## src/rtl/pcileech_cfgtlp_responder.sv

```systemverilog
// Config-TLP responder: decodes CfgRd0/CfgWr0 from the RX stream, drives shadow
// config-space strobes and returns CplD/Cpl on the TX stream. One request in flight.
module pcileech_cfgtlp_responder #(
  parameter int TIMEOUT_CYCLES = 16
) (
  input  logic        clk,
  input  logic        rst,
  input  logic [63:0] tlps_rx_tdata,
  input  logic [7:0]  tlps_rx_tkeep,
  input  logic        tlps_rx_tvalid,
  input  logic        tlps_rx_tlast,
  output logic        tlps_rx_tready,
  output logic [63:0] tlps_tx_tdata,
  output logic [7:0]  tlps_tx_tkeep,
  output logic        tlps_tx_tvalid,
  output logic        tlps_tx_tlast,
  input  logic        tlps_tx_tready,
  input  logic [15:0] pcie_id,
  output logic        sh_rx_rden,
  output logic        sh_rx_wren,
  output logic [9:0]  sh_rx_addr,
  output logic [3:0]  sh_rx_be,
  output logic [31:0] sh_rx_data,
  output logic [7:0]  sh_rx_tag,
  input  logic        sh_tx_valid,
  input  logic        sh_tx_tlprd,
  input  logic [7:0]  sh_tx_tag,
  input  logic [31:0] sh_tx_data,
  output logic [15:0] stat_timeout_cnt
);

  typedef enum logic [2:0] {
    S_IDLE, S_HDR2, S_WAITRD, S_TX0, S_TX1, S_DROP
  } state_t;

  localparam logic [31:0] DW0_CFGRD0 = 32'h0400_0001;
  localparam logic [31:0] DW0_CFGWR0 = 32'h4400_0001;
  localparam logic [31:0] DW0_CPLD   = 32'h4A00_0001;
  localparam logic [31:0] DW0_CPL    = 32'h0A00_0000;
  localparam logic [2:0]  ST_SC      = 3'b000;
  localparam logic [2:0]  ST_UR      = 3'b001;
  localparam int          TW         = $clog2(TIMEOUT_CYCLES + 1);
  localparam logic [TW-1:0] TIMER_LAST = TW'(TIMEOUT_CYCLES - 1);

  state_t        state, state_nxt;
  logic          rx_fire;
  logic          hdr_ok;
  logic          hdr_commit;
  logic          rd_match;
  logic          rd_timeout;
  logic          is_wr;
  logic          cpl_has_data;
  logic [2:0]    cpl_status;
  logic [TW-1:0] timer;
  logic [15:0]   hdr_req_id;
  logic [7:0]    hdr_tag;
  logic [3:0]    hdr_be;
  logic [15:0]   req_id;
  logic [31:0]   cpl_data;

  // TLP payload DWs are big-endian on the wire; the shadow BRAM is little-endian.
  function automatic logic [31:0] bswap32(input logic [31:0] d);
    return {d[7:0], d[15:8], d[23:16], d[31:24]};
  endfunction

  // RX is only accepted while decoding headers or draining a dropped TLP.
  assign tlps_rx_tready = !rst && (state == S_IDLE || state == S_HDR2 || state == S_DROP);
  assign rx_fire    = tlps_rx_tvalid && tlps_rx_tready;
  assign hdr_ok     = (tlps_rx_tkeep == 8'hFF) &&
                      (tlps_rx_tdata[31:0] == DW0_CFGRD0 || tlps_rx_tdata[31:0] == DW0_CFGWR0);
  assign hdr_commit = (state == S_HDR2) && rx_fire && tlps_rx_tlast;
  assign rd_match   = sh_tx_valid && sh_tx_tlprd && (sh_tx_tag == sh_rx_tag);
  assign rd_timeout = (timer == TIMER_LAST);

  // State register.
  always_ff @(posedge clk) begin
    if (rst) state <= S_IDLE;
    else     state <= state_nxt;
  end

  // Next-state decode and TX beat formatting; TX fields come only from held context,
  // so they stay stable while the downstream stalls.
  always_comb begin
    state_nxt      = state;
    tlps_tx_tvalid = 1'b0;
    tlps_tx_tdata  = '0;
    tlps_tx_tkeep  = '0;
    tlps_tx_tlast  = 1'b0;
    unique case (state)
      S_IDLE: begin
        if (rx_fire && !tlps_rx_tlast) state_nxt = hdr_ok ? S_HDR2 : S_DROP;
      end
      S_HDR2: begin
        if (rx_fire) begin
          if (!tlps_rx_tlast) state_nxt = S_DROP;
          else if (is_wr)     state_nxt = S_TX0;
          else                state_nxt = S_WAITRD;
        end
      end
      S_WAITRD: begin
        if (rd_match || rd_timeout) state_nxt = S_TX0;
      end
      S_TX0: begin
        tlps_tx_tvalid = 1'b1;
        tlps_tx_tdata  = {pcie_id, cpl_status, 1'b0, 12'd4,
                          (cpl_has_data ? DW0_CPLD : DW0_CPL)};
        tlps_tx_tkeep  = 8'hFF;
        if (tlps_tx_tready) state_nxt = S_TX1;
      end
      S_TX1: begin
        tlps_tx_tvalid = 1'b1;
        tlps_tx_tdata  = {(cpl_has_data ? cpl_data : 32'h0), req_id, sh_rx_tag, 8'h00};
        tlps_tx_tkeep  = cpl_has_data ? 8'hFF : 8'h0F;
        tlps_tx_tlast  = 1'b1;
        if (tlps_tx_tready) state_nxt = S_IDLE;
      end
      S_DROP: begin
        if (rx_fire && tlps_rx_tlast) state_nxt = S_IDLE;
      end
      default: state_nxt = S_IDLE;
    endcase
  end

  // Control: strobes, shadow-side outputs, completion kind, timeout timer and counter.
  always_ff @(posedge clk) begin
    if (rst) begin
      sh_rx_rden       <= 1'b0;
      sh_rx_wren       <= 1'b0;
      sh_rx_addr       <= '0;
      sh_rx_be         <= '0;
      sh_rx_data       <= '0;
      sh_rx_tag        <= '0;
      stat_timeout_cnt <= '0;
      timer            <= '0;
      is_wr            <= 1'b0;
      cpl_has_data     <= 1'b0;
      cpl_status       <= ST_SC;
    end else begin
      sh_rx_rden <= 1'b0;
      sh_rx_wren <= 1'b0;
      if (state == S_IDLE && rx_fire) is_wr <= (tlps_rx_tdata[31:0] == DW0_CFGWR0);
      if (hdr_commit) begin
        sh_rx_addr   <= tlps_rx_tdata[11:2];
        sh_rx_be     <= hdr_be;
        sh_rx_tag    <= hdr_tag;
        timer        <= '0;
        cpl_status   <= ST_SC;
        cpl_has_data <= !is_wr;
        if (is_wr) begin
          sh_rx_wren <= 1'b1;
          sh_rx_data <= bswap32(tlps_rx_tdata[63:32]);
        end else begin
          sh_rx_rden <= 1'b1;
        end
      end
      if (state == S_WAITRD && !rd_match) begin
        if (rd_timeout) begin
          cpl_has_data <= 1'b0;
          cpl_status   <= ST_UR;
          if (stat_timeout_cnt != 16'hFFFF) stat_timeout_cnt <= stat_timeout_cnt + 16'd1;
        end else begin
          timer <= timer + TW'(1);
        end
      end
    end
  end

  // Datapath context: header fields and read data, no reset needed.
  always_ff @(posedge clk) begin
    if (state == S_IDLE && rx_fire) begin
      hdr_req_id <= tlps_rx_tdata[63:48];
      hdr_tag    <= tlps_rx_tdata[47:40];
      hdr_be     <= tlps_rx_tdata[35:32];
    end
    if (hdr_commit) req_id <= hdr_req_id;
    if (state == S_WAITRD && rd_match) cpl_data <= bswap32(sh_tx_data);
  end

endmodule
```

## config.mk

```make
export PLATFORM = sky130hd
export DESIGN_NAME = pcileech_cfgtlp_responder
export DESIGN_NICKNAME = d
export VERILOG_FILES = /design/src/rtl/pcileech_cfgtlp_responder.sv
export SDC_FILE = /design/constraint.sdc
export NUM_CORES = 1
export LEC_CHECK = 0
export CORE_MARGIN = 2
export CORE_UTILIZATION = 42
export DETAILED_ROUTE_END_ITERATION = 10
export PLACE_DENSITY = 0.87
export SLEW_MARGIN = 15
export SYNTH_ARGS = -nofsm -noshare
export SYNTH_HDL_FRONTEND = slang
export SYNTH_SLANG_ARGS = --single-unit
```

## constraint.sdc

```tcl
create_clock -name clk -period 7.35 [get_ports clk]
set_input_delay 2.205 -clock clk [delete_from_list [all_inputs] [get_ports clk]]
set_output_delay 2.205 -clock clk [all_outputs]
set_load 0.01 [all_outputs]
```

==> Word level (Yosys, flattened, before mapping) <==
Index checks and enable logic that the tools add are counted.
{ "word_totals": {"ff_bits": 161, "input_bits": 135, "out_inout_bits": 147, "wordCells": 91} }
{ "op_classes": {"add_sub_neg": 2, "eq_ne": 17, "muxes": 28, "bitwise_logic": 1, "n_reduce_logical": 26} }
{ "ops": {"columns": ["cell", "n"], "rows": [
  ["64-bit one-hot mux with 2 select lines", 1],
  ["3-bit 2-to-1 mux", 11],
  ["32-bit by 27-bit equality test with 1-bit output, second input constant", 1],
  ["32-bit by 31-bit equality test with 1-bit output, second input constant", 1],
  ["32-bit 2-to-1 mux", 1],
  ["31-bit 2-to-1 mux", 1],
  ["3-bit one-hot mux with 6 select lines", 1],
  ["16-bit by 1-bit adder with 16-bit output, second input constant", 1],
  ["16-bit != test, second input constant", 1],
  ["8-bit one-hot mux with 2 select lines", 1],
  ["5-bit 2-to-1 mux", 3],
  ["1-bit logical AND", 12],
  ["8-bit equality test", 1],
  ["8-bit equality test, second input constant", 1],
  ["1-bit 2-to-1 mux", 8],
  ["8-bit 2-to-1 mux", 1],
  ["2-bit != test, second input constant", 4],
  ["3-bit by 2-bit equality test with 1-bit output, second input constant", 2],
  ["3-bit equality test, second input constant", 2],
  ["6-bit AND reduction", 1],
  ["5-bit by 1-bit adder with 5-bit output, second input constant", 1],
  ["5-bit by 4-bit equality test with 1-bit output, second input constant", 1],
  ["1-bit zero test", 4],
  ["1-bit logical OR", 4],
  ["other kinds (7)", 9]
]} }

==> Longest topological paths before layout <==
Gate-level depths: netlist (run 1).
{ "depth": {"depth_word": 10, "ltp_mapped": 9, "ltp_nobuf": 7} }

==> Worst setup path after synthesis (run 1) <==
No wires, ideal clock.
{ "synth_path": {"kind": "in2reg", "start": "input port sh_tx_tag[7]", "end": "register cpl_data[0] (enable)", "setup_ps": 501, "arrival_time_ps": 5591, "required_time_ps": 6849, "setup_slack_ps": 1258, "path_stages": 3, "path_buffers": 0, "path_cell_list": "xnor2_1 -> nand3_1 -> nor4_1"} }
{ "synth_via": {"elab_chain_len": 3} }
{ "synth_rtl": {"columns": ["item", "line", "source"], "rows": [
  ["start, declared", "27", "input logic [7:0] sh_tx_tag,"],
  ["8-bit equality test", "72", "assign rd_match = sh_tx_valid && sh_tx_tlprd && (sh_tx_tag == sh_rx_tag);"],
  ["1-bit logical AND", "72", null],
  ["1-bit logical AND", "176", "if (state == S_WAITRD && rd_match) cpl_data <= bswap32(sh_tx_data);"],
  ["end signal, assigned", "176", null],
  ["end, declared", "59", "logic [31:0] cpl_data;"]
]} }
No other way between the ends.
A chain may end at the register's enable or synchronous reset.

==> Worst setup path in the final report (run 1) <==
{ "layout_path": {"start": "input port pcie_id[2]", "end": "output port tlps_tx_tdata[50]"} }
{ "layout_via": {"elab_chain_len": 1} }
{ "layout_rtl": {"columns": ["item", "line", "source"], "rows": [
  ["start, declared", "18", "input logic [15:0] pcie_id,"],
  ["64-bit one-hot mux with 2 select lines", "89", "unique case (state)"],
  ["end, declared", "13", "output logic [63:0] tlps_tx_tdata,"]
]} }
No other way between the ends.

==> results.md, run 1 <==
* Count of final max-slew check failures at 0
* Worst Max-Slew Pin Slew at between 1 and 1.5 ns
* RSZ-0062 raised after global routing: no
* Largest family of logic cells by synthesized area: simple AND/OR/NAND/NOR gates
* Met1 GRT Util at 26.8%
* First-pass GRT wire length at 28100 µm
* Post-synth EDFFs at 76
* Final HPWL DP at 12800 µm
* Clock Skews at 0.0220 ns
* Post-Syn Instances at 617
* Placer Congestion at roughly 0.85
* Root buf cell: clkbuf_16
* Io pins at 282
* F_max at 179 MHz
* Combinational share of power at 6.8%
* Initial core utilization at roughly 43%
* Max cap viols at 0
* Final setup TNS at 0 ns
* Top Usage Layer GRT: met2
* Resize count post-CTS at 0
* Initial DRC Count at 359
* NetSw at 0.000424 W
* Multi-input logic area at 2280 µm²
* Clk slew on worst S/H paths at approximately 0.06 ns
* Die area at ~16000 µm²
* Worst Hold Path Cells at 0
* Final Hold Slack at 0.419 ns
* Vias in the first global route at around 5.4k
* Critical path fanouts, max at 1
* Total power draw at 0.00193 W
* Sequential area share after synthesis at 61.3%
* WS Path Type: in -> out
* Power share of the clock group at 43.6%
* Number of antenna violations at the first check in global routing at 1
* Worst r2r path cells at 9
* CTS tree: done
* Met3 usage at 6.65%
* CTS buffer count at 17
* Worst EP required at 5.14 ns
* Core Footprint at 15100 µm²
* Hold Buf Count CTS at 0
* Largest net degree at the start of global routing at 87
* Mux contribution to synthesized area at 0.500%
* Crit-path cells: clkdlybuf4s50_1 -> a22o_1 -> clkdlybuf4s50_1
* DR WL/cell at 16.9 µm
* Gr usage total at roughly 22%
* Setup crit start kind: primary input
* Distinct cells, synth at 50
* H-tree levels at 4
* Fraction of layout cells with a size suffix above 1 at 6.33%
* Fin crit share at 75.9%
* Cell area after placement at 9320 µm²
* Peak VDD IR at between 0.15 and 0.2 mV
* FFs w/ async S/R, synth at 0%
* Slowest cell delay on critical path at 0.55 ns
* Most used cell, CP: clkdlybuf4s50_1
* Internal power at between 0.0015 and 0.002 W
* Final wirelength at 18100 µm
* Fin nets at 1009
* Top FF cell, synth: dfxtp_1
* Post-CTS Setup Bufs at 0
* Slowest-stage cell, CP: clkdlybuf4s50_1
* Reg power frac at a little under 50%
* Synthesized cell area at 6500 µm²
* IO Port Bufs at approximately 270
* Avg Inst Size Synth at 10.5 µm²
* Slew HR at about 28%
* Worst-skew pair later-pin latency at 0.43 ns
* Synth Area in Compound Gates at around an eighth
* Via/cell ratio at 5.17
* Sw frac at 22.0%
* Drt pass-1 iters at 5
* Post-synthesis xor/xnor area fraction at 1.21%
* Row cnt at 45
* Chip Height at approximately 130 µm
* Endpoints failing hold at 0
* Diodes inserted at 0
* Status: finished, final reports clean
* Post-route ant nets at 0
* CTS Buffer Depth at 2
* Die X at 128 µm
* Pwr dens at between 150 and 200 nW/µm²
* P_leak at 3.40 nW
* Area delta synth->final at 51.9%
* DR vias at 5548
* Placement Setup Slack at 1.78 ns
* Seq. cell area at 3980 µm²
* # DRC at 0
* Layout fillers at 1164
* CTS Sinks at 161
* Grt ovf at 0
* Fin worst setup slack at around 1.8 ns
* Synth Area in Simple Gates at 20.3%
* Critical Path AT at 3.38 ns
* Fin area at 9880 µm²
* Final setup violation count at 0
* Synth Register Bits at 161
* Met2 Use GR at about 37%
* Adder-Cell Fraction of Synth Area at less than 1%
* Critical Path Sink Type: output pin
* Min-delay worst type: reg -> reg
* Yosys warns at 0
* Min Clock Period, post-route at roughly 5.6 ns
## placed cells by master, fill, tap and decap left out, types with 3 or more instances in the layout
cell type and n:
clkdlybuf4s50_1 273, nand2_1 119, dfxtp_1 85, edfxtp_1 76, a21oi_1 74, and2_1 24, a22o_1 19, clkbuf_16 18
and3_1 17, o21ai_0 15, nor2_1 13, nand3_1 12, nand4_1 11, xnor2_1 9, or3_1 9, buf_4 8
o31ai_1 7, or4_1 7, conb_1 7, nor4_1 6, inv_1 5, nor3_1 5, a21o_1 4, nand3b_1 4
inv_6 4, nor2b_1 3, or2_2 3, nor3b_1 3, clkinv_2 3
## cell families (layout without fill, tap and decap cells)
family	count (synthesis)	count (layout)
compound gates	128	128
xor+xnor	9	9
fa+ha+maj	2	2
buf+inv	58	320
flops	161	161
mux	3	3
other cells	1	7
simple gates	255	255
## cells in the mapped netlist (all sizes together), types with 14 or more instances
library cell    n  area (µm²)
nand2         119         447
dfxtp          85        1700
edfxtp         76        2280
a21oi          74         370
clkbuf         33         124
and2           24         150
a22o           19         166
buf            19         139
and3           17         106
o21ai          15        75.1
nand3          14        80.1
nor2           14        60.1
## through the flow
stage	instances	utilization (%)
after floorplan	623	-
after global placement	1041	61.5
after detailed placement	1041	61.5
after CTS	1073	65.2
after global routing	1073	65.2
final	1073	65.2
## worst paths after layout
check | start | to | slack [ns]
hold reg to reg | hdr_req_id[11] | req_id[11] | 0.42
setup / recovery | pcie_id[2] | tlps_tx_tdata[50] | 1.77
setup reg to reg | state[1] | sh_rx_data[20] | 4.55
hold / removal | hdr_req_id[11] | req_id[11] | 0.42
## critical path, delay by kind of cell
kind	cells	cell delay, ns
AOI/OAI and AO/OA	1	0.15
buffers and inverters	2	1.01
## power groups by stage
| stage | registers, W | logic, W | clock network (W) |
|---|---|---|---|
| 2_1_floorplan | 0.000973 | 0.0000383 | 0 |
| 3_3_place_gp | 0.000974 | 0.000129 | 0 |
| 3_5_place_dp | 0.000975 | 0.000130 | 0 |
| 4_1_cts | 0.000955 | 0.000132 | 0.000855 |
| 5_1_grt | 0.000956 | 0.000140 | 0.000897 |
| 6_report | 0.000955 | 0.000130 | 0.000840 |
## registers in the layout, summed over array words and instances, names as in the netlist
register	flops
sh_rx_data	32
hdr_be	4
sh_rx_tag	8
timer	5
sh_rx_rden	1
stat_timeout_cnt	16
cpl_has_data	1
sh_rx_be	4
hdr_req_id	16
req_id	16
hdr_tag	8
sh_rx_wren	1
sh_rx_addr	10
is_wr	1
cpl_status	3
state	3
cpl_data	32
## area by class of cell
class,count,share of cell area (%)
clock buffer,20,4.74
clock inverter,12,0.962
inverter,6,0.228
multi-input combinational,404,23.1
sequential,161,40.3
tap,188,2.38
timing repair buffer,282,28.3
## metal layers
metal	vias to the layer above	share of wire [%]
li1	2697	-
met1	2608	40
met2	200	51
met3	41	6.3
met4	2	2.7
met5	-	0.061
Power figures use the tool's default switching activity.
==> run 2, diff against run 1 <==
--- a/config.mk
+++ b/config.mk
@@ -6,9 +6,9 @@
 export NUM_CORES = 1
 export LEC_CHECK = 0
 export CORE_MARGIN = 2
-export CORE_UTILIZATION = 42
+export CORE_UTILIZATION = 38
 export DETAILED_ROUTE_END_ITERATION = 10
-export PLACE_DENSITY = 0.87
+export PLACE_DENSITY = 0.83
 export SLEW_MARGIN = 15
 export SYNTH_ARGS = -nofsm -noshare
 export SYNTH_HDL_FRONTEND = slang
==> constraint.sdc (replaced) <==
create_clock -name clk -period 4.5 [get_ports clk]
set_input_delay 1.35 -clock clk [delete_from_list [all_inputs] [get_ports clk]]
set_output_delay 1.35 -clock clk [all_outputs]
set_load 0.01 [all_outputs]
==> run 2 against run 1 <==
Count of clock-buffer cells in the layout is 1 higher. Sequential power is 63% higher. Final cell count is 3.2% higher.
==> results.md, run 2 (same netlist as run 1, synthesis figures left out) <==
* Fin worst setup slack at 0.528 ns (-1.24 ns)
* Peak VDD IR at 0.259 mV (+40%)
* Crit-path cells: nor3b_2 -> and2_1 -> or2_2 -> clkdlybuf4s50_1
* Hold wc startpoint: hdr_req_id[11]
* Worst-skew pair later-pin latency at 0.42 ns (about the same)
* Core Footprint at 16600 µm² (+9.9%)
* Final wirelength at 17800 µm (-1.9%)
* Gr usage total at 19.2% (-2.9 points)
* Crit path max-delay family: simple AND/OR/NAND/NOR gates
* CTS buffer count at 17 (unchanged)
* Largest regs: cpl_data x32, sh_rx_data x32
* Worst EP required at 3.15 ns (-1.99 ns)
* IO Port Bufs at 274 (unchanged)
* Diodes inserted at 0 (unchanged)
* Slowest cell delay on critical path at 0.64 ns (+0.09 ns)
* R2r startpoint: state[1]
* Die X at 135 µm (+5.0%)
* Worst Path Buf+Inv at 1 (-1)
* Fin nets at 1011 (+0.20%)
* Initial DRC Count at 249 (-31%)
* CTS Sinks at 161 (unchanged)
* Max cap viols at 0 (unchanged)
* Total power draw at 0.00321 W (+67%)
* Slew HR at 37.5% (+9.2 points)
* Min Clock Period, post-route at 3.97 ns
* Resize count post-CTS at 0 (unchanged)
* Clock Skews at 0.0133 ns (-0.00869 ns)
* Die area at 18200 µm² (+10%)
* Status: finished, final reports clean
* Row cnt at 47 (+4.4%)
* Post-route ant nets at 0 (unchanged)
* Post-CTS Setup Bufs at 0 (unchanged)
* CTS Buffer Depth at 2 (unchanged)
* Number of antenna violations at the first check in global routing at 0 (-1)
* Worst r2r path cells at 5 (-4)
* Vias in the first global route at 5263 (-2.6%)
* R2R setup slack at 2.37 ns (-2.18 ns)
* Commonest cells after routing, fill and taps aside: clkdlybuf4s50_1 (273), nand2_1 (119), dfxtp_1 (85)
* Setup crit start kind: flop
* Drt pass-1 iters at 4 (-1)
* Slowest-stage cell, CP: and2_1
* Critical Path AT at 2.62 ns (-0.76 ns)
* # DRC at 0 (unchanged)
* H-tree levels at 4 (unchanged)
* Placement Setup Slack at 0.643 ns (-1.14 ns)
* Initial core utilization at 39.1% (-3.9 points)
* Critical Path Sink Type: output pin
* Grt ovf at 0 (unchanged)
* Min-delay worst type: reg -> reg
* Chip Height at 135 µm (+5.0%)
* Final setup violation count at 0 (unchanged)
* Largest net degree at the start of global routing at 87 (unchanged)
* Core Util, Final at 59.9% (-5.3 points)
* DR WL/cell at 16.1 µm (-4.9%)
* Worst Hold Path Cells at 0 (unchanged)
* Clk slew on worst S/H paths at 0.06 ns (about the same)
* F_max at between 200 and 300 MHz
* Final HPWL DP at 12600 µm (-1.2%)
* Hold Path Sink: req_id[11]
* DR vias at 5472 (-1.4%)
* CTS tree: done
* Area delta synth->final at 53.3%
* Pwr dens at 322 nW/µm² (+65%)
* Fin crit share at 88.3%
* Root buf cell: clkbuf_16
* Most common cell after layout, fill and taps aside: clkdlybuf4s50_1
* Fraction of layout cells with a size suffix above 1 at 6.43% (+0.098 points)
* Endpoints failing hold at 0 (unchanged)
* Io pins at 282 (unchanged)
* Worst R2R End: stat_timeout_cnt[11]
* Hold Buf Count CTS at 0 (unchanged)
* Via/cell ratio at 4.94 (-4.4%)
* RSZ-0062 raised after global routing: no
* Placer Congestion at 0.796 (-6.4%)
* P_leak at 3.42 nW (+0.69%)
* First-pass GRT wire length at 27300 µm (-2.8%)
* Critical path fanouts, max at 21 (+20)
* Final setup TNS at 0 ns (unchanged)
* Count of final max-slew check failures at 0 (unchanged)
* WS Path Type: reg -> out
* Worst Max-Slew Pin Slew at 0.938 ns (-0.136 ns)
## run 2: cell count changes in the layout (fill, tap and decap cells not counted), sizes merged
| cell | change |
|---|---|
| inv | -2 |
| buf | +2 |
| bufinv | +2 |
| clkinvlp | +2 |
| clkbuf | +1 |
| clkinv | -3 |
## run 2: area by class of cell
| type | count | area (µm²) |
|---|---|---|
| Fill cell | 1352 | 6670 |
| Sequential cell | 161 | 3980 |
| Timing Repair Buffer | 284 | 2810 |
| Multi-Input combinational cell | 404 | 2290 |
| Clock buffer | 21 | 460 |
| Tap cell | 220 | 275 |
| Clock inverter | 11 | 126 |
| Inverter | 6 | 22.5 |
## run 2: power by group
group / leakage (nW) / switching [W] / internal [W] / total (W)
Combinational: 1.76 / 0.0000792 / 0.000135 / 0.000214
Clock: 0.281 / 0.000586 / 0.000852 / 0.00144
Sequential: 1.38 / 0.00000918 / 0.00155 / 0.00156
## run 2: worst max-delay path by stage
| stage | depth (start not counted) | slack [ns] | end | startpoint |
|---|---|---|---|---|
| after global placement | 3 | 0.66 | tlps_tx_tdata[61] | pcie_id[13] |
| after CTS | 4 | 0.50 | tlps_tx_tkeep[4] | state[2] |
| final | 4 | 0.53 | tlps_tx_tkeep[4] | state[2] |
| after floorplan | 3 | 0.47 | hdr_be[0] | rst |
| after detailed placement | 3 | 0.64 | tlps_tx_tdata[62] | pcie_id[14] |
| after global routing | 4 | 0.30 | tlps_tx_tkeep[5] | state[2] |
## run 2: metrics by stage
step | cell area (µm²) | hold WS (ns) | cells
2_1_floorplan | 6530 | 0.400 | 623
3_3_place_gp | 9380 | 0.401 | 1075
3_5_place_dp | 9380 | 0.405 | 1075
4_1_cts | 9970 | 0.416 | 1107
5_1_grt | 9970 | 0.424 | 1107
6_report | 9970 | 0.414 | 1107
## run 2: routing by layer
layer  track usage, %  up-vias  routed length [µm]
li1                 -     2702                   -
met1             22.7     2567                7240
met2             32.7      170                8980
met3             5.63       33                1110
met4             7.84        0                 437
met5                0        -                   0
==> run 3, diff against run 2 <==
--- a/config.mk
+++ b/config.mk
@@ -5,10 +5,11 @@
 export SDC_FILE = /design/constraint.sdc
 export NUM_CORES = 1
 export LEC_CHECK = 0
+export CAP_MARGIN = 25
 export CORE_MARGIN = 2
-export CORE_UTILIZATION = 38
+export CORE_UTILIZATION = 42
 export DETAILED_ROUTE_END_ITERATION = 10
-export PLACE_DENSITY = 0.83
+export PLACE_DENSITY = 0.87
 export SLEW_MARGIN = 15
 export SYNTH_ARGS = -nofsm -noshare
 export SYNTH_HDL_FRONTEND = slang
==> constraint.sdc (replaced) <==
create_clock -name clk -period 4 [get_ports clk]
set_input_delay 1.2 -clock clk [delete_from_list [all_inputs] [get_ports clk]]
set_output_delay 1.2 -clock clk [all_outputs]
set_load 0.01 [all_outputs]
==> run 3 against run 2 <==
Hold slack improved by 0.0029 ns. Die area fell by 9.2%. Combinational power rose by 14%. Non-clock buffer count rose by 2. Sequential share of layout area rose by 0.060 points.
==> results.md, run 3 (same netlist as run 1, synthesis figures left out) <==
* Status: finished, final reports clean
* Chip Height at 128 µm (-4.7%)
* Drt pass-1 iters at 5 (+1)
* CTS Sinks at 161 (unchanged)
* Resize count post-CTS at 0 (unchanged)
* # DRC at 0 (unchanged)
* Placer Congestion at 0.844 (+6.0%)
* DR WL/cell at 16.7 µm (+4.2%)
* Critical Path Sink Type: output pin
* DR vias at 5553 (+1.5%)
* R2r startpoint: state[1]
* H-tree levels at 4 (unchanged)
* Pwr dens at 363 nW/µm² (+13%)
* Gr usage total at 21.7% (+2.5 points)
* Initial core utilization at 42.9% (+3.9 points)
* Largest net degree at the start of global routing at 87 (unchanged)
* Final setup TNS at 0 ns (unchanged)
* Critical path fanouts, max at 32 (+52%)
* CTS tree: done
* Commonest cells after routing, fill and taps aside: clkdlybuf4s50_1 (273), nand2_1 (119), dfxtp_1 (85)
* RSZ-0062 raised after global routing: no
* Min-delay worst type: reg -> reg
* First-pass GRT wire length at 27900 µm (+2.4%)
* Critical Path AT at 2.44 ns (-0.18 ns)
* WS Path Type: reg -> out
* Number of antenna violations at the first check in global routing at 1 (+1)
* Vias in the first global route at 5285 (+0.42%)
* Io pins at 282 (unchanged)
* Worst Max-Slew Pin Slew at 0.929 ns (-0.00916 ns)
* Min Clock Period, post-route at 3.64 ns
* Largest regs: cpl_data x32, sh_rx_data x32
* Met3 usage at 5.41% (-0.23 points)
* Setup crit start kind: flop
* Post-route ant nets at 0 (unchanged)
* Met2 Use GR at 36.5% (+3.8 points)
* Worst Setup SP: state[2]
* Root buf cell: clkbuf_16
* Post-CTS Setup Bufs at 0 (unchanged)
* Met1 GRT Util at 27.2% (+4.5 points)
* Slew HR at 38.1% (+0.61 points)
* Row cnt at 45 (-4.3%)
* Clk slew on worst S/H paths at 0.07 ns (about the same)
* IO Port Bufs at 274 (unchanged)
* Final wirelength at 18000 µm (+1.5%)
* Core Footprint at 15100 µm² (-9.0%)
* Via/cell ratio at 5.15 (+4.2%)
* P_leak at 3.44 nW (+0.57%)
* Endpoints failing hold at 0 (unchanged)
* Count of final max-slew check failures at 0 (unchanged)
* F_max at about 270 MHz
* Peak VDD IR at 0.284 mV (+9.5%)
* Area delta synth->final at 53.0%
* Final cell count without fillers at 1078 (-2.6%)
* Clock Skews at 0.00822 ns (-0.00511 ns)
* CTS buffer count at 17 (unchanged)
* Fin nets at 1013 (+0.20%)
* Fin crit share at 91.1%
* Initial DRC Count at 289 (+16%)
* Top Usage Layer GRT: met2
* Final setup violation count at 0 (unchanged)
* Fraction of layout cells with a size suffix above 1 at 6.75% (+0.32 points)
* Die X at 128 µm (-4.7%)
* Hold Buf Count CTS at 0 (unchanged)
* CTS Buffer Depth at 2 (unchanged)
* Placed Instances at 1045 (-2.8%)
* Max cap viols at 0 (unchanged)
* Final HPWL DP at 13000 µm (+3.4%)
* Worst EP required at 2.80 ns (-0.35 ns)
* Hold wc startpoint: hdr_req_id[9]
* Layout fillers at 1190 (-12%)
* Die area at 16500 µm² (-9.2%)
* Most common cell after layout, fill and taps aside: clkdlybuf4s50_1
* Grt ovf at 0 (unchanged)
* Worst-skew pair later-pin latency at 0.42 ns (about the same)
## run 3: changes by cell type in the layout (fill, tap and decap cells not counted), sizes merged
| cell | before | now |
|---|---|---|
| buf | 11 | 13 |
| bufinv | 2 | 1 |
| clkbuf | 21 | 18 |
| clkinv | 2 | 3 |
| clkinvlp | 3 | 1 |
| diode | 0 | 1 |
| inv | 10 | 15 |
## run 3: worst paths after layout
kind | cells past startpoint | end | slack, ns
worst min register to register | 0 | req_id[9] | 0.42
worst min-delay path | 0 | req_id[9] | 0.42
worst max-delay path | 4 | tlps_tx_tdata[41] | 0.36
worst max register to register | 5 | stat_timeout_cnt[11] | 1.81
## run 3: per-layer routing
metal	part of all wire (%)	up-vias
met5	0	-
met4	2.4	0
met3	5.6	33
met2	51	183
met1	41	2631
li1	-	2706
## run 3: cell type report
class                           instances  area [µm²]  share of cell area, %
Antenna cell                            1        2.50                 0.0251
Multi-Input combinational cell        404        2290                   23.0
Sequential cell                       161        3980                   40.0
Inverter                                6        22.5                  0.226
Clock inverter                         14         165                   1.66
Clock buffer                           18         429                   4.31
Timing Repair Buffer                  286        2830                   28.4
Tap cell                              188         235                   2.36
## run 3: power by group
group / internal, W / total (W) / leakage (nW) / switching [W]
combinational: 0.000152 / 0.000243 / 1.77 / 0.0000908
sequential: 0.00174 / 0.00176 / 1.38 / 0.0000107
clock: 0.000895 / 0.00161 / 0.290 / 0.000719
## run 3: per-stage QoR
step / total power, W / instance area [µm²] / utilization [%] / setup slack, ns / hold slack (ns)
CTS: 0.00365 / 9950 / 65.7 / 0.331 / 0.417
detailed placement: 0.00204 / 9360 / 61.8 / 0.434 / 0.405
global route: 0.00375 / 9950 / 65.7 / 0.174 / 0.418
global placement: 0.00203 / 9360 / 61.8 / 0.455 / 0.400
floorplan: 0.00186 / 6530 / - / 0.122 / 0.400
finish: 0.00361 / 9950 / 65.7 / 0.357 / 0.417
## run 3: critical path: stages (launching register included)
cell             delay, ns
dfxtp_1               0.53
nor3b_2               0.34
buf_4                 0.35
and3_1                0.22
clkdlybuf4s50_1       0.58
==> patch 1, RTL diff (config.mk and constraints of run 3) <==
Register the output `stat_timeout_cnt` once more; this adds one clock of latency there. The other outputs are not delayed to match.
--- a/src/rtl/pcileech_cfgtlp_responder.sv
+++ b/src/rtl/pcileech_cfgtlp_responder.sv
@@ -43,2 +43,4 @@
   localparam logic [TW-1:0] TIMER_LAST = TW'(TIMEOUT_CYCLES - 1);
+
+  logic [15:0] stat_timeout_cnt_s0;
 
@@ -132,3 +134,3 @@
       sh_rx_tag        <= '0;
-      stat_timeout_cnt <= '0;
+      stat_timeout_cnt_s0 <= '0;
       timer            <= '0;
@@ -159,3 +161,3 @@
           cpl_status   <= ST_UR;
-          if (stat_timeout_cnt != 16'hFFFF) stat_timeout_cnt <= stat_timeout_cnt + 16'd1;
+          if (stat_timeout_cnt_s0 != 16'hFFFF) stat_timeout_cnt_s0 <= stat_timeout_cnt_s0 + 16'd1;
         end else begin
@@ -178,2 +180,6 @@
 
+  always_ff @(posedge clk) begin
+    stat_timeout_cnt <= stat_timeout_cnt_s0;
+  end
+
 endmodule
Behaviour: no difference found for any inputs over 4 cycles, from zero or initial values and one cycle with rst high; that may be too few to reach the edited logic, so the function may still have changed.
==> patch 1 against run 3 <==
- power is 11% higher
- routed wire length is 7.5% higher
- area after synthesis is 3.6% higher
- fmax is 4.8% lower
- critical path depth is 1 higher
- final area is 2.6% higher
- sequential cell count is 16 higher
- setup slack worse by 180 ps
- critical endpoint is now tlps_tx_tkeep[3]
- highest routed layer unchanged
==> patch 1: results (changes against run 3) <==
Run status
  • Status: complete, no violations (unchanged)

Power
  • Worst VDD drop: 0.000292 V (was 0.000284 V)
  • Leakage power: 3.58 nW (was 3.44 nW)
  • Psw: 997 uW (was 821 uW)
  • Flop pwr share: 0.492 (was 0.486)
  • Combinational power share: 0.117 (was 0.067)

Synthesis
  • Post-synth ARST share: 0 (unchanged)
  • Seq/Total Area, Yosys: 0.639 (was 0.613)
  • Post-synth EDFFs: 76 (unchanged)
  • Synth area leaders: edfxtp_1, dfxtp_1, nand2_1, a21oi_1, a22o_1 (unchanged)
  • Avg Cell Area, Syn: 10.8 um2 (was 10.5 um2)
  • Top FF cell, synth: dfxtp_1 (unchanged)
  • Most common library cells after synthesis: nand2_1, dfxtp_1, a21oi_1 (was nand2_1, dfxtp_1, edfxtp_1)
  • Yosys warns: 0 (unchanged)
  • Library cells used by synthesis: 50 (unchanged)

Worst setup path
  • Arrival time worst endpoint: 2630 ps (was 2440 ps)
  • Max FO, Critical Path: 38 (was 32)
  • Cell family with most CP delay: buffers and inverters (unchanged)
  • Internal reg-to-reg setup slack: 1500 ps (was 1810 ps)
  • Largest stage delay, worst path: 600 ps (was 580 ps)
  • Crit path max-delay cell type: clkdlybuf4s50_1 (unchanged)

Detailed routing
  • First-pass DRT Iterations: 4 (was 5)
  • DRT met1 WL: 7.91 mm (was 7.43 mm)
  • Vias: 5685 (was 5553)
  • Met2 wire length: 9.78 mm (was 9.15 mm)
  • Metal3 WL: 1.34 mm (was 1.00 mm)
  • 1st-iter DRT viols: 326 (was 289)
  • DRT Wirelength: 19.4 mm (was 18.0 mm)
  • Via density: 5.10 (was 5.15)
  • Highest metal layer with signal wires: met4 (unchanged)

Clock tree
  • CTS buffer count: 17 (unchanged)
  • Post-CTS Resized: 1 (was 0)
  • Max Buffers Root-to-Sink: 2 (unchanged)
  • Worst skew pair latency: 430 ps
  • CTS root buffer: clkbuf_16 (unchanged)
  • Clock transition at path regs: 70 ps (about the same)
  • H-tree depth: 4 (unchanged)
  • Post-CTS Setup Bufs: 0 (unchanged)

Cells and area
  • Fillers: 1252 (was 1190)
  • Final-stage net count: 1022 (was 1013)
  • Layout cell share with drive strength beyond 1: 0.0679 (was 0.0675)
  • Largest regs: cpl_data x32, sh_rx_data x32 (unchanged)

Place
  • Placed Cells: 1082 (was 1045)
  • Final GP Congestion: 0.762 (was 0.844)
  • Port Buf Inserts: 274 (unchanged)
  • Post-DP HPWL: 13.6 mm (was 13.0 mm)
  • Placed inst area: 9660 um2 (was 9360 um2)

Timing
  • Clock Skew: 10.7 ps (was 8.22 ps)
  • Hold WS: 380 ps (was 417 ps)
  • Rel. slew slack: 0.441 (was 0.381)

Global routing
  • Vias in the first global route: 5329 (was 5285)
  • Antenna violations before repair: 1 (unchanged)
  • M1 GR Usage: 0.268 (was 0.272)
  • Gr usage total: 0.218 (was 0.217)
  • First-pass GRT wire length: 28.1 mm (was 27.9 mm)
  • Global-route track usage on met3: 0.0615 (was 0.0541)
  • GR Util met2: 0.368 (was 0.365)
  • Largest net degree at the start of global routing: 74 (was 87)

Hold path
  • Hold WC Path Type: flop to flop (unchanged)
==> patch 1: changes by cell type after synthesis, sizes merged, moves of 6 or more <==
cell,run 3,this run
nand2,119,127
dfxtp,85,101
xor2,0,7
nand4,12,3
or4,7,14
o21ai,15,5
xnor2,9,2
nor2,14,8
==> patch 1: cells by family after synthesis <==
| logic type | after synthesis | share of synthesized area |
|---|---|---|
| AND/OR/NAND/NOR | 240 | 0.176 |
| flip-flops | 177 | 0.639 |
| AO/OA/AOI/OAI | 130 | 0.119 |
| buffers and inverters | 59 | 0.0431 |
| XOR/XNOR | 9 | 0.0117 |
| multiplexers | 4 | 0.00650 |
| adder cells (fa/ha/maj) | 2 | 0.00371 |
| other | 1 | 0.000557 |
==> patch 1: per-stage QoR <==
| step | setup WS, ps | total power [mW] |
|---|---|---|
| 2_1_floorplan | 360 | 2.19 |
| 3_3_place_gp | 454 | 2.47 |
| 3_5_place_dp | 398 | 2.48 |
| 4_1_cts | 153 | 4.04 |
| 5_1_grt | 5.41 | 4.15 |
| 6_report | 174 | 4.01 |
==> patch 1: final cells by class <==
class	instances	area [um2]	share of cell area
clock inverters	15	123	0.0120
well taps	216	270	0.0265
clock buffers	17	425	0.0417
inverters	8	30.0	0.00294
multi-input cells	392	2190	0.215
diodes	1	2.50	0.000245
repair buffers	289	2860	0.280
flip-flops and latches	177	4300	0.422
==> patch 1: final timing paths <==
path                               start             endpoint  depth (start not counted)
setup reg to reg                state[0]       sh_rx_data[11]                          7
hold reg to reg   stat_timeout_cnt_s0[4]  stat_timeout_cnt[4]                          0
setup / recovery                state[2]     tlps_tx_tkeep[3]                          5
hold / removal    stat_timeout_cnt_s0[4]  stat_timeout_cnt[4]                          0
==> patch 2, RTL diff (settings of run 3) <==
Made on the original files. Set the parameter `TIMEOUT_CYCLES` to 32 (it was 16).
--- a/src/rtl/pcileech_cfgtlp_responder.sv
+++ b/src/rtl/pcileech_cfgtlp_responder.sv
@@ -3,3 +3,3 @@
 module pcileech_cfgtlp_responder #(
-  parameter int TIMEOUT_CYCLES = 16
+  parameter int TIMEOUT_CYCLES = 32
 ) (
Behaviour: no difference found for any inputs over 4 cycles, from zero or initial values and one cycle with rst high; that may be too few to reach the edited logic, so the function may still have changed.
==> patch 2 against run 3 <==
- power grew 2.6%
- setup slack lost 83 ps
- count of clock-buffer cells in the layout is 7 higher
- highest routed layer unchanged
- largest cell class unchanged
- combinational power increased by 25%
- sequential cell count increased by 1
- final area is 1.6% higher
- routed wire length rose by 2.9%
- area after synthesis is 1.9% higher
==> patch 2: results (changes against run 3) <==
Run status
  • Status: complete, no violations (unchanged)

Synthesis
  • Library cells used by synthesis: 61 (was 50)
  • Adder-cell share of the synthesized area: 0.00378 (was 0.00385)
  • Post-synthesis compound-gate area fraction: 0.120 (was 0.119)
  • Avg Cell Area, Syn: 10.5 um2 (about the same)
  • Synth Area in XOR/XNOR: 0.0119 (was 0.0121)
  • Seq/Total Area, Yosys: 0.604 (was 0.613)
  • Mux cell area share after synthesis: 0.00812 (was 0.00500)
  • Most common library cells after synthesis: nand2_1, dfxtp_1, edfxtp_1 (unchanged)

Worst setup path
  • Internal reg-to-reg setup slack: 1310 ps (was 1810 ps)
  • Max FO, Critical Path: 21 (was 32)
  • R2r startpoint: timer[0] (was state[1])
  • Arrival time worst endpoint: 2530 ps (was 2440 ps)
  • Worst-case reg-to-reg path depth: 6 (was 5)

Place
  • Placed Cells: 1085 (was 1045)
  • Post-DP HPWL: 13.2 mm (was 13.0 mm)
  • Final GP Congestion: 0.817 (was 0.844)

Detailed routing
  • Vias: 5663 (was 5553)
  • Via density: 5.07 (was 5.15)
  • DRT Wirelength: 18.6 mm (was 18.0 mm)
  • 1st-iter DRT viols: 338 (was 289)
  • First-pass DRT Iterations: 5 (unchanged)

Cells and area
  • Final-stage net count: 1030 (was 1013)
  • Antenna diodes: 0 (was 1)
  • Layout cell share with drive strength beyond 1: 0.0717 (was 0.0675)
  • Largest regs: cpl_data x32, sh_rx_data x32 (unchanged)

Power
  • Worst VDD drop: 0.000283 V (was 0.000284 V)
  • Leakage power: 3.46 nW (was 3.44 nW)

Clock tree
  • Post-CTS Setup Bufs: 0 (unchanged)
  • CTS root buffer: clkbuf_16 (unchanged)
  • Max Buffers Root-to-Sink: 2 (unchanged)

Timing
  • Worst Tran Pin Value: 975 ps (was 929 ps)
  • Final setup TNS: 0 ps (unchanged)
  • Clock Skew: 15.2 ps (was 8.22 ps)

Global routing
  • Gr usage total: 0.219 (was 0.217)
  • Vias in the first global route: 5441 (was 5285)
  • First-pass GRT wire length: 28.5 mm (was 27.9 mm)
  • Largest net degree at the start of global routing: 92 (was 87)
  • Antenna violations before repair: 0 (was 1)

Hold path
  • Endpoint, Worst Hold: req_id[10] (was req_id[9])
  • Min-Delay Startpoint: hdr_req_id[10] (was hdr_req_id[9])
[patch 2: cell types whose count changed after synthesis, sizes merged, moves of 5 or more]
cell / before / now
nand2: 119 / 126
or3: 9 / 4
inv: 5 / 10
o21ai: 15 / 10
[patch 2: cell families (layout without fill, tap and decap cells)]
group,after synthesis,after routing
adder cells (fa/ha/maj),2,2
other,1,7
flip-flops,162,162
XOR/XNOR,9,9
multiplexers,5,5
buffers and inverters,63,331
AND/OR/NAND/NOR,262,262
AO/OA/AOI/OAI,128,128
[patch 2: layout make-up]
cell class	instances	area, um2
inverters	10	37.5
well taps	211	264
repair buffers	289	2860
flip-flops and latches	162	4000
fillers	1203	5200
multi-input cells	413	2350
clock buffers	25	498
clock inverters	7	96.3
[patch 2: how the worst max path moves through the flow]
| stage | endpoint | cells past startpoint | startpoint |
|---|---|---|---|
| floorplan | cpl_data[0] | 3 | sh_tx_tag[5] |
| global placement | tlps_tx_tdata[59] | 3 | pcie_id[11] |
| detailed placement | tlps_tx_tdata[59] | 3 | pcie_id[11] |
| CTS | tlps_tx_tkeep[4] | 6 | state[2] |
| global route | tlps_tx_tkeep[4] | 6 | state[2] |
| finish | tlps_tx_tkeep[4] | 6 | state[2] |
[patch 2: stage by stage]
step | util | hold slack [ps] | cell area, um2 | setup slack, ps
finish | 0.660 | 418 | 10100 | 274
global route | 0.660 | 423 | 10100 | 111
CTS | 0.660 | 421 | 10100 | 232
detailed placement | 0.622 | 406 | 9520 | 405
global placement | 0.622 | 401 | 9520 | 447
floorplan | - | 400 | 6670 | 502
[patch 2: critical path: stages, from the launching register on]
cell	delay (ps)
dfxtp_1	570
nor3b_2	230
buf_4	190
and2_1	140
buf_4	240
or2_2	180
clkdlybuf4s50_1	560
[patch 2: per-layer routing]
layer | share of wire | routed length, um | global-route usage
met2 | 0.51 | 9420 | 0.378
met3 | 0.078 | 1450 | 0.0723
met4 | 0.018 | 330 | 0.0645
met5 | 0 | 0 | 0
met1 | 0.40 | 7350 | 0.262
[patch 2: where the power goes]
| part | total (mW) | internal (mW) | switching, mW |
|---|---|---|---|
| Clock | 1.62 | 0.997 | 0.623 |
| Combinational | 0.304 | 0.181 | 0.123 |
| Sequential | 1.78 | 1.77 | 0.0168 |
| Total | 3.71 | 2.94 | 0.763 |
